<file path="src/rtl/pc_irq_ctrl.sv">
// pc_irq_ctrl
//   Program counter with a prioritised, nestable interrupt controller. The PC
//   advances, jumps or vectors once per instruction write-back (rising edge of
//   write_back). Return address and active priority are pushed on an internal
//   stack of NEST_DEPTH entries when an interrupt is taken, and popped on reti.
// Ports
//   clk, reset     clock, asynchronous active-high reset
//   write_back     retire strobe; a step is its 0->1 transition
//   jump, offset   retiring instruction jumps (PC-relative when offset=1)
//   reti           retiring instruction is return-from-interrupt
//   jump_addr      absolute target or signed offset
//   int_in         rising-edge interrupt requests, index 0 highest priority
//   int_mask       1 = channel held pending, not taken
//   pc_out         current program counter
//   int_pending    latched, unserviced request edges
//   int_level      active priority, N_INT when no handler runs
//   stack_depth    return-stack entries in use
//   stack_err      sticky: reti on empty stack, or IRQ blocked by full stack
module pc_irq_ctrl #(
   parameter int                ADDR_W     = 27,
   parameter logic [ADDR_W-1:0] PC_START   = 27'hC01400,
   parameter logic [ADDR_W-1:0] ROM_START  = 27'hC01400,
   parameter int                N_INT      = 4,
   parameter int                VEC_BASE   = 1,
   parameter int                NEST_DEPTH = 2,
   localparam int               LVL_W      = $clog2(N_INT + 1),
   localparam int               DEP_W      = $clog2(NEST_DEPTH + 1)
) (
   input  logic              clk,
   input  logic              reset,
   input  logic              write_back,
   input  logic              jump,
   input  logic              offset,
   input  logic              reti,
   input  logic [ADDR_W-1:0] jump_addr,
   input  logic [N_INT-1:0]  int_in,
   input  logic [N_INT-1:0]  int_mask,
   output logic [ADDR_W-1:0] pc_out,
   output logic [N_INT-1:0]  int_pending,
   output logic [LVL_W-1:0]  int_level,
   output logic [DEP_W-1:0]  stack_depth,
   output logic              stack_err
);

   logic [ADDR_W-1:0] pc_q, pc_d;
   logic [N_INT-1:0]  pend_q, pend_d;
   logic [N_INT-1:0]  int_prev_q;
   logic              wb_prev_q;
   logic [LVL_W-1:0]  level_q, level_d;
   logic [DEP_W-1:0]  depth_q, depth_d;
   logic              err_q, err_d;
   logic [ADDR_W-1:0] stk_pc_q  [NEST_DEPTH];
   logic [ADDR_W-1:0] stk_pc_d  [NEST_DEPTH];
   logic [LVL_W-1:0]  stk_lvl_q [NEST_DEPTH];
   logic [LVL_W-1:0]  stk_lvl_d [NEST_DEPTH];

   logic              step;
   logic [N_INT-1:0]  cand;
   logic [N_INT-1:0]  clr;
   logic              k_valid;
   logic [LVL_W-1:0]  k;
   logic [ADDR_W-1:0] next_seq;
   logic [ADDR_W-1:0] pop_pc;
   logic [LVL_W-1:0]  pop_lvl;

   always_comb begin
      step     = write_back & ~wb_prev_q;
      cand     = pend_q & ~int_mask;
      clr      = '0;
      k_valid  = 1'b0;
      k        = '0;
      // Descending scan so the lowest eligible index wins.
      for (int i = N_INT - 1; i >= 0; i--) begin
         if (cand[i]) begin
            k_valid = 1'b1;
            k       = LVL_W'(i);
         end
      end
      // Address the instruction would produce without an interrupt; this is
      // also the return address pushed when an interrupt is taken.
      if (jump)
         next_seq = offset ? pc_q + jump_addr : jump_addr;
      else
         next_seq = pc_q + 1'b1;

      pop_pc  = pc_q;
      pop_lvl = level_q;
      for (int i = 0; i < NEST_DEPTH; i++) begin
         if (depth_q == DEP_W'(i + 1)) begin
            pop_pc  = stk_pc_q[i];
            pop_lvl = stk_lvl_q[i];
         end
      end

      pc_d    = pc_q;
      level_d = level_q;
      depth_d = depth_q;
      err_d   = err_q;
      for (int i = 0; i < NEST_DEPTH; i++) begin
         stk_pc_d[i]  = stk_pc_q[i];
         stk_lvl_d[i] = stk_lvl_q[i];
      end

      if (step) begin
         if (reti) begin
            if (depth_q != '0) begin
               pc_d    = pop_pc;
               level_d = pop_lvl;
               depth_d = depth_q - 1'b1;
            end else begin
               err_d = 1'b1;
               pc_d  = pc_q + 1'b1;
            end
         end else if (k_valid && (k < level_q) && (pc_q < ROM_START)) begin
            if (depth_q < DEP_W'(NEST_DEPTH)) begin
               for (int i = 0; i < NEST_DEPTH; i++) begin
                  if (depth_q == DEP_W'(i)) begin
                     stk_pc_d[i]  = next_seq;
                     stk_lvl_d[i] = level_q;
                  end
               end
               depth_d = depth_q + 1'b1;
               pc_d    = ADDR_W'(VEC_BASE) + ADDR_W'(k);
               level_d = k;
               clr[k]  = 1'b1;
            end else begin
               // Full stack: request stays pending, instruction retires normally.
               err_d = 1'b1;
               pc_d  = next_seq;
            end
         end else begin
            pc_d = next_seq;
         end
      end

      // A new edge wins over the clear of the channel being taken.
      pend_d = (pend_q & ~clr) | (int_in & ~int_prev_q);
   end

   always_ff @(posedge clk or posedge reset) begin
      if (reset) begin
         pc_q       <= PC_START;
         pend_q     <= '0;
         int_prev_q <= '0;
         wb_prev_q  <= 1'b0;
         level_q    <= LVL_W'(N_INT);
         depth_q    <= '0;
         err_q      <= 1'b0;
         for (int i = 0; i < NEST_DEPTH; i++) begin
            stk_pc_q[i]  <= '0;
            stk_lvl_q[i] <= '0;
         end
      end else begin
         pc_q       <= pc_d;
         pend_q     <= pend_d;
         int_prev_q <= int_in;
         wb_prev_q  <= write_back;
         level_q    <= level_d;
         depth_q    <= depth_d;
         err_q      <= err_d;
         for (int i = 0; i < NEST_DEPTH; i++) begin
            stk_pc_q[i]  <= stk_pc_d[i];
            stk_lvl_q[i] <= stk_lvl_d[i];
         end
      end
   end

   assign pc_out      = pc_q;
   assign int_pending = pend_q;
   assign int_level   = level_q;
   assign stack_depth = depth_q;
   assign stack_err   = err_q;

endmodule

</file>
<file path="config.mk">
export PLATFORM = sky130hd
export DESIGN_NAME = pc_irq_ctrl
export DESIGN_NICKNAME = d
export VERILOG_FILES = /design/src/rtl/pc_irq_ctrl.sv
export SDC_FILE = /design/constraint.sdc
export NUM_CORES = 1
export LEC_CHECK = 0
export BUFFER_PORTS_ARGS = -buffer_cell sky130_fd_sc_hd__clkbuf_2
export CAP_MARGIN = 25
export CORE_ASPECT_RATIO = 0.7
export CORE_UTILIZATION = 52
export DETAILED_ROUTE_END_ITERATION = 12
export PLACE_DENSITY = 0.72
export SLEW_MARGIN = 20
export SYNTH_ARGS = -nofsm -noshare
export SYNTH_HDL_FRONTEND = slang
export SYNTH_SLANG_ARGS = --single-unit
</file>
<file path="constraint.sdc">
create_clock -name clk -period 6.2 [get_ports clk]
set_clock_uncertainty 0.15 [all_clocks]
set_input_delay 1.24 -clock clk [delete_from_list [all_inputs] [get_ports clk]]
set_output_delay 1.24 -clock clk [all_outputs]
set_load 0.005 [all_outputs]
</file>
# After elaboration in Yosys (flattened, before gate mapping)
# Index checks and enable logic that the tools add are counted.
[word_totals] elab_cells=87 input_bits=41 ff_bits=102 output_inout_bits=37
[classes] eq_ne=7 n_addsub=5 mux=36 magnitude_cmp=5 n_bitwise=10 n_reduce_logical=13
[op_table] cell="$mux W27" count=8
[op_table] cell="$add A27 B1 Y27 const B" count=1
[op_table] cell="$add A27 B27 Y27" count=1
[op_table] cell="$lt A27 B24 Y1 const B" count=1
[op_table] cell="$mux W3" count=9
[op_table] cell="$mux W4" count=4
[op_table] cell="$reduce_and A5 Y1" count=3
[op_table] cell="$and A4 B4 Y4" count=3
[op_table] cell="$not A4 Y4" count=3
[op_table] cell="$mux W2" count=5
[op_table] cell="$mux W1" count=9
[op_table] cell="$reduce_and A4 Y1" count=2
[op_table] cell="$reduce_bool A2 Y1" count=3
[op_table] cell="$add A1 B3 Y4 const A" count=1
[op_table] cell="$ne A2 B2 Y1 const B" count=2
[op_table] cell="$ne A4 B4 Y1 const B" count=1
[op_table] cell="$or A4 B4 Y4" count=1
[op_table] cell="$ge A3 B1 Y1 const B" count=1
[op_table] cell="$logic_and A1 B1 Y1" count=3
[op_table] cell="$lt A3 B3 Y1" count=1
[op_table] cell="$lt A3 B3 Y1 const B" count=1
[op_table] cell="$ne A3 B1 Y1 const B" count=1
[op_table] cell="$add A2 B1 Y2 const B" count=1
[op_table] cell="$demux W1 S2" count=1
[op_table] cell="other kinds (9)" count=10

# Depth between registers and ports, before layout
[depth] word_depth=17 depth_mapped=12 ltp_nobuf=12

# Worst setup path after synthesis
# OpenSTA, ideal clock, no wires.
[synth_timing] path_kind="input -> register" startpoint="input port int_mask[0]" endpoint="register stk_pc_q[28] (netlist bit)" t_required_ns=5.925 t_arrival_ns=3.600 path_stages=9 setup_time_ns=0.125 setup_slack_ns=2.325 n_path_buf=1 cell_sequence="and2b_2 -> nor3_1 -> ha_1 -> a21oi_1 -> o2111ai_4 -> nor3_4 -> nand2_4 -> buf_6 -> mux2_4"
[synth_between] elab_chain_len=7 elab_cells_between_ends=8 classes_between="order compare: 1; mux: 2; bitwise: 2; reduce/logical: 3"
[synth_lines] item="start: declaration" line="37" source="input logic [N_INT-1:0] int_mask,"
[synth_lines] item="$not A4 Y4 (*)" line="68" source="cand = pend_q & ~int_mask;"
[synth_lines] item="$and A4 B4 Y4 (*)" line="68"
[synth_lines] item="$mux W3" line="74" source="if (cand[i]) begin"
[synth_lines] item="$lt A3 B3 Y1" line="114" source="end else if (k_valid && (k < level_q) && (pc_q < ROM_START)) begin"
[synth_lines] item="$logic_and A1 B1 Y1 (*) (2 in series)" line="114"
[synth_lines] item="$reduce_and A5 Y1 (no source line) (*)"
[synth_lines] item="end signal: indexed assignment" line="162" source="stk_pc_q[i] <= stk_pc_d[i];"
[synth_lines] item="end: declaration" line="52" source="logic [ADDR_W-1:0] stk_pc_q [NEST_DEPTH];"
# Every way passes the cells marked *; elsewhere a longest branch is shown, timed or not.
# A chain may end at the register's enable or synchronous reset.

# Worst setup path after layout
# Same ends and word-level chain as after synthesis.

==> Flow_metrics.wiki <==
{| class="wikitable"
! Metric !! Value
|-
| Result of the run || finished clean
|-
| Crit Reg-Reg Startpoint || pc_out[0]
|-
| CTS tree || yes
|-
| Number of synthesized flops with an enable pin || 0
|-
| Peak supply drop || 214 uV
|-
| Wire length of the first global-routing pass || 32800 um
|-
| Hold path start || stk_pc_q[35]
|-
| Die outline area || 0.0147 mm^2
|-
| IO buf count || 77
|-
| Crit path launch type || input pin
|-
| Share of flip-flops with an asynchronous set or reset || 1.00
|-
| Number of H-tree branching levels || 3
|-
| Number of cells on the worst hold path || 2
|-
| Count of endpoints failing hold in the final timing report || 0
|-
| Number of buffers inserted during clock tree synthesis || 9
|-
| Fin crit share || 0.668
|-
| Average wire per cell in the routed design || 19.1 um
|-
| DPL Wire Length || 14600 um
|-
| # Post-CTS Setup Buffers || 0
|-
| Area grow syn2layout || 10.8%
|-
| Summed negative setup slack over all endpoints || 0 ps
|-
| Count of unique library cells instantiated by Yosys || 73
|-
| Height of the chip || 102 um
|-
| Hold Buf Count CTS || 0
|-
| Core Rows || 36
|-
| Count of vias placed by the detailed router || 6615
|-
| Non-Filler Cell Area, Final || 0.00821 mm^2
|-
| Synth Flop Type || sky130_fd_sc_hd__dfrtp_1
|-
| Final design utilization || 0.590
|-
| Clock transition at the register clock pins on the worst setup and hold paths after CTS || 80 ps
|-
| Worst reg2reg path depth || 12
|-
| Pin count of the biggest net entering global routing || 58
|-
| Routability-driven placement congestion ratio || 0.916
|-
| Count of TritonRoute iterations in the first routing pass || 7
|-
| Worst hold slack || 330 ps
|-
| YS warnings || 0
|-
| Transition time at the pin with the least slew margin || 988 ps
|-
| Antenna violations before repair || 0
|-
| Detailed Route WL || 20700 um
|-
| DP Worst Slack || 1650 ps
|-
| Min Tclk post-route || 4140 ps
|-
| Critical Path Start || int_mask[0]
|-
| Fin worst setup slack || 2060 ps
|-
| Cells resized by post-CTS repair || 0
|-
| Worst setup path class || in -> reg
|-
| Die width || 145 um
|-
| Core box area || 0.0139 mm^2
|-
| Cells after synthesis || 838
|-
| Achievable Freq || 0.241 GHz
|-
| Number of antenna cells inserted || 0
|-
| Leakage power summed over all cells || 0.00375 uW
|-
| Power per unit of standard cell area || 456 mW/mm^2
|-
| Antenna Violating Nets Remaining || 0
|-
| Required @ worst endpoint || 6280 ps
|-
| Total count of max-transition violations in the final report || 0
|-
| Remaining DRCs || 0
|-
| Yosys reg bits || 102
|-
| Number of max-capacitance violations reported || 0
|-
| Initial cell density of the core || 0.532
|-
| Synthesized area per cell || 8.84 um^2
|-
| Global router's overall resource usage || 0.295
|-
| Library cell used as clock root buffer || sky130_fd_sc_hd__clkbuf_16
|-
| Area after detailed placement || 0.00790 mm^2
|-
| Most common cell after layout, fill and taps aside || sky130_fd_sc_hd__dfrtp_1
|-
| Fraction of the yosys area taken by sequential cells || 0.345
|-
| CTS sink count || 102
|-
| Synthesized cell area || 0.00741 mm^2
|-
| Via count of the first global-routing pass || 5934
|-
| Net Count, Synth || 915
|-
| Clock latency on the worst-skew pair || 350 ps
|-
| Fraction of layout instances using a drive strength above 1 || 0.177
|-
| Top Ports || 78
|-
| Final setup violating endpoints || 0
|-
| RSZ-0062 raised after global routing || no
|-
| Biggest fanout along the worst timing path || 45
|-
| Net count reported at finish || 964
|-
| Worst path arrival time || 4220 ps
|-
| Sum of overflow across all layers after global routing || 0
|-
| Kind of end point of the critical path || register
|-
| Number of DRC markers in iteration 0 || 563
|-
| Slew Limit Headroom || 0.339
|-
| Buffers from clock root to sink, at most || 2
|-
| Hold WC Path Type || reg -> reg
|-
| Most frequent cells in the layout || sky130_fd_sc_hd__dfrtp_1 (97), sky130_fd_sc_hd__nand2_1 (95), sky130_fd_sc_hd__o21ai_0 (87), sky130_fd_sc_hd__clkbuf_2 (77), sky130_fd_sc_hd__a21oi_1 (59)
|-
| Vias per std cell || 6.11
|}
## through the flow
step / total power [uW] / std cells
2_1_floorplan: 2550 / 838
3_3_place_gp: 3090 / 1066
3_5_place_dp: 3110 / 1066
4_1_cts: 3710 / 1082
5_1_grt: 4020 / 1082
6_report: 3750 / 1082
## report_power, final
group	total, uW	switching [uW]	leakage (uW)	internal [uW]
clock	593	271	0.000150	322
combinational	1940	1110	0.00228	826
sequential	1220	313	0.00131	906
## worst max-delay path, cell delays in order
cell	delay, ps
sky130_fd_sc_hd__clkbuf_2	70
sky130_fd_sc_hd__and2b_2	240
sky130_fd_sc_hd__nor3_1	470
sky130_fd_sc_hd__ha_1	330
sky130_fd_sc_hd__a21oi_1	260
sky130_fd_sc_hd__o2111ai_4	250
sky130_fd_sc_hd__nor3_4	490
sky130_fd_sc_hd__nand2_4	430
sky130_fd_sc_hd__mux2_4	430
## state kept, by name, indices dropped and copies added (netlist names)
register	count
int_level	3
int_pending	4
int_prev_q	4
pc_out	27
stack_depth	2
stack_err	1
stk_lvl_q	6
stk_pc_q	54
wb_prev_q	1
## final cells by class
cell class	count	area (um^2)
fillers	1291	5710
multi-input cells	664	4580
flip-flops and latches	102	2560
repair buffers	81	415
well taps	190	238
clock buffers	10	229
inverters	29	111
clock inverters	6	76.3
## logic make-up after synthesis
| family | after synthesis | share of synthesized area |
|---|---|---|
| buffers and inverters | 72 | 0.0387 |
| AOI/OAI and AO/OA | 265 | 0.226 |
| adders and majority gates | 36 | 0.0618 |
| xor gates and xnor gates | 44 | 0.0520 |
| DFF | 102 | 0.345 |
| muxes | 71 | 0.108 |
| and+or+nand+nor | 248 | 0.168 |
## routing by layer
metal	global-route usage	up-vias	part of all wire
li1	-	3151	-
met1	0.444	3191	0.49
met2	0.435	249	0.43
met3	0.0628	24	0.071
met4	0.0607	0	0.012
met5	0	-	0
## worst paths after layout
kind | to | slack, ps
worst max-delay path | stk_pc_q[28] | 2060
worst min-delay path | stk_pc_q[35] | 330
worst max register to register | stk_pc_q[26] | 2520
worst min register to register | stk_pc_q[35] | 330
max in group asynchronous | stk_pc_q[45] | 3940
min in group asynchronous | int_prev_q[0] | 780
## synthesized netlist by cell type (all sizes together) (3+ instances only)
master   instances  area, um^2
a22o             4        35.0
clkbuf          36         136
and3             9        57.6
a21o            14         105
a22oi            4        30.0
nor2            41         154
a21oi           60         304
a31oi            5        31.3
nand2           97         379
ha              35         438
o21ai           97         485
nor2b           15         104
o31ai            4        30.0
a211oi          18         135
mux2i           33         330
inv             29         109
nor3            17         101
o221ai           8        70.1
o21a            12        90.1
dfrtp           97        2430
xnor2           23         201
o211ai           7        52.6
and4b            3        30.0
nand4           11        83.8
nand3           23         115
nor4             6        37.5
a221oi           3        26.3
a2111oi          3        51.3
o21bai           6        45.0
mux2            38         473
buf              7        41.3
xor2            21         184
dfstp            5         131
nand2b          12        75.1
o22ai            5        31.3
Note: power is estimated with default switching activity, not from simulation.
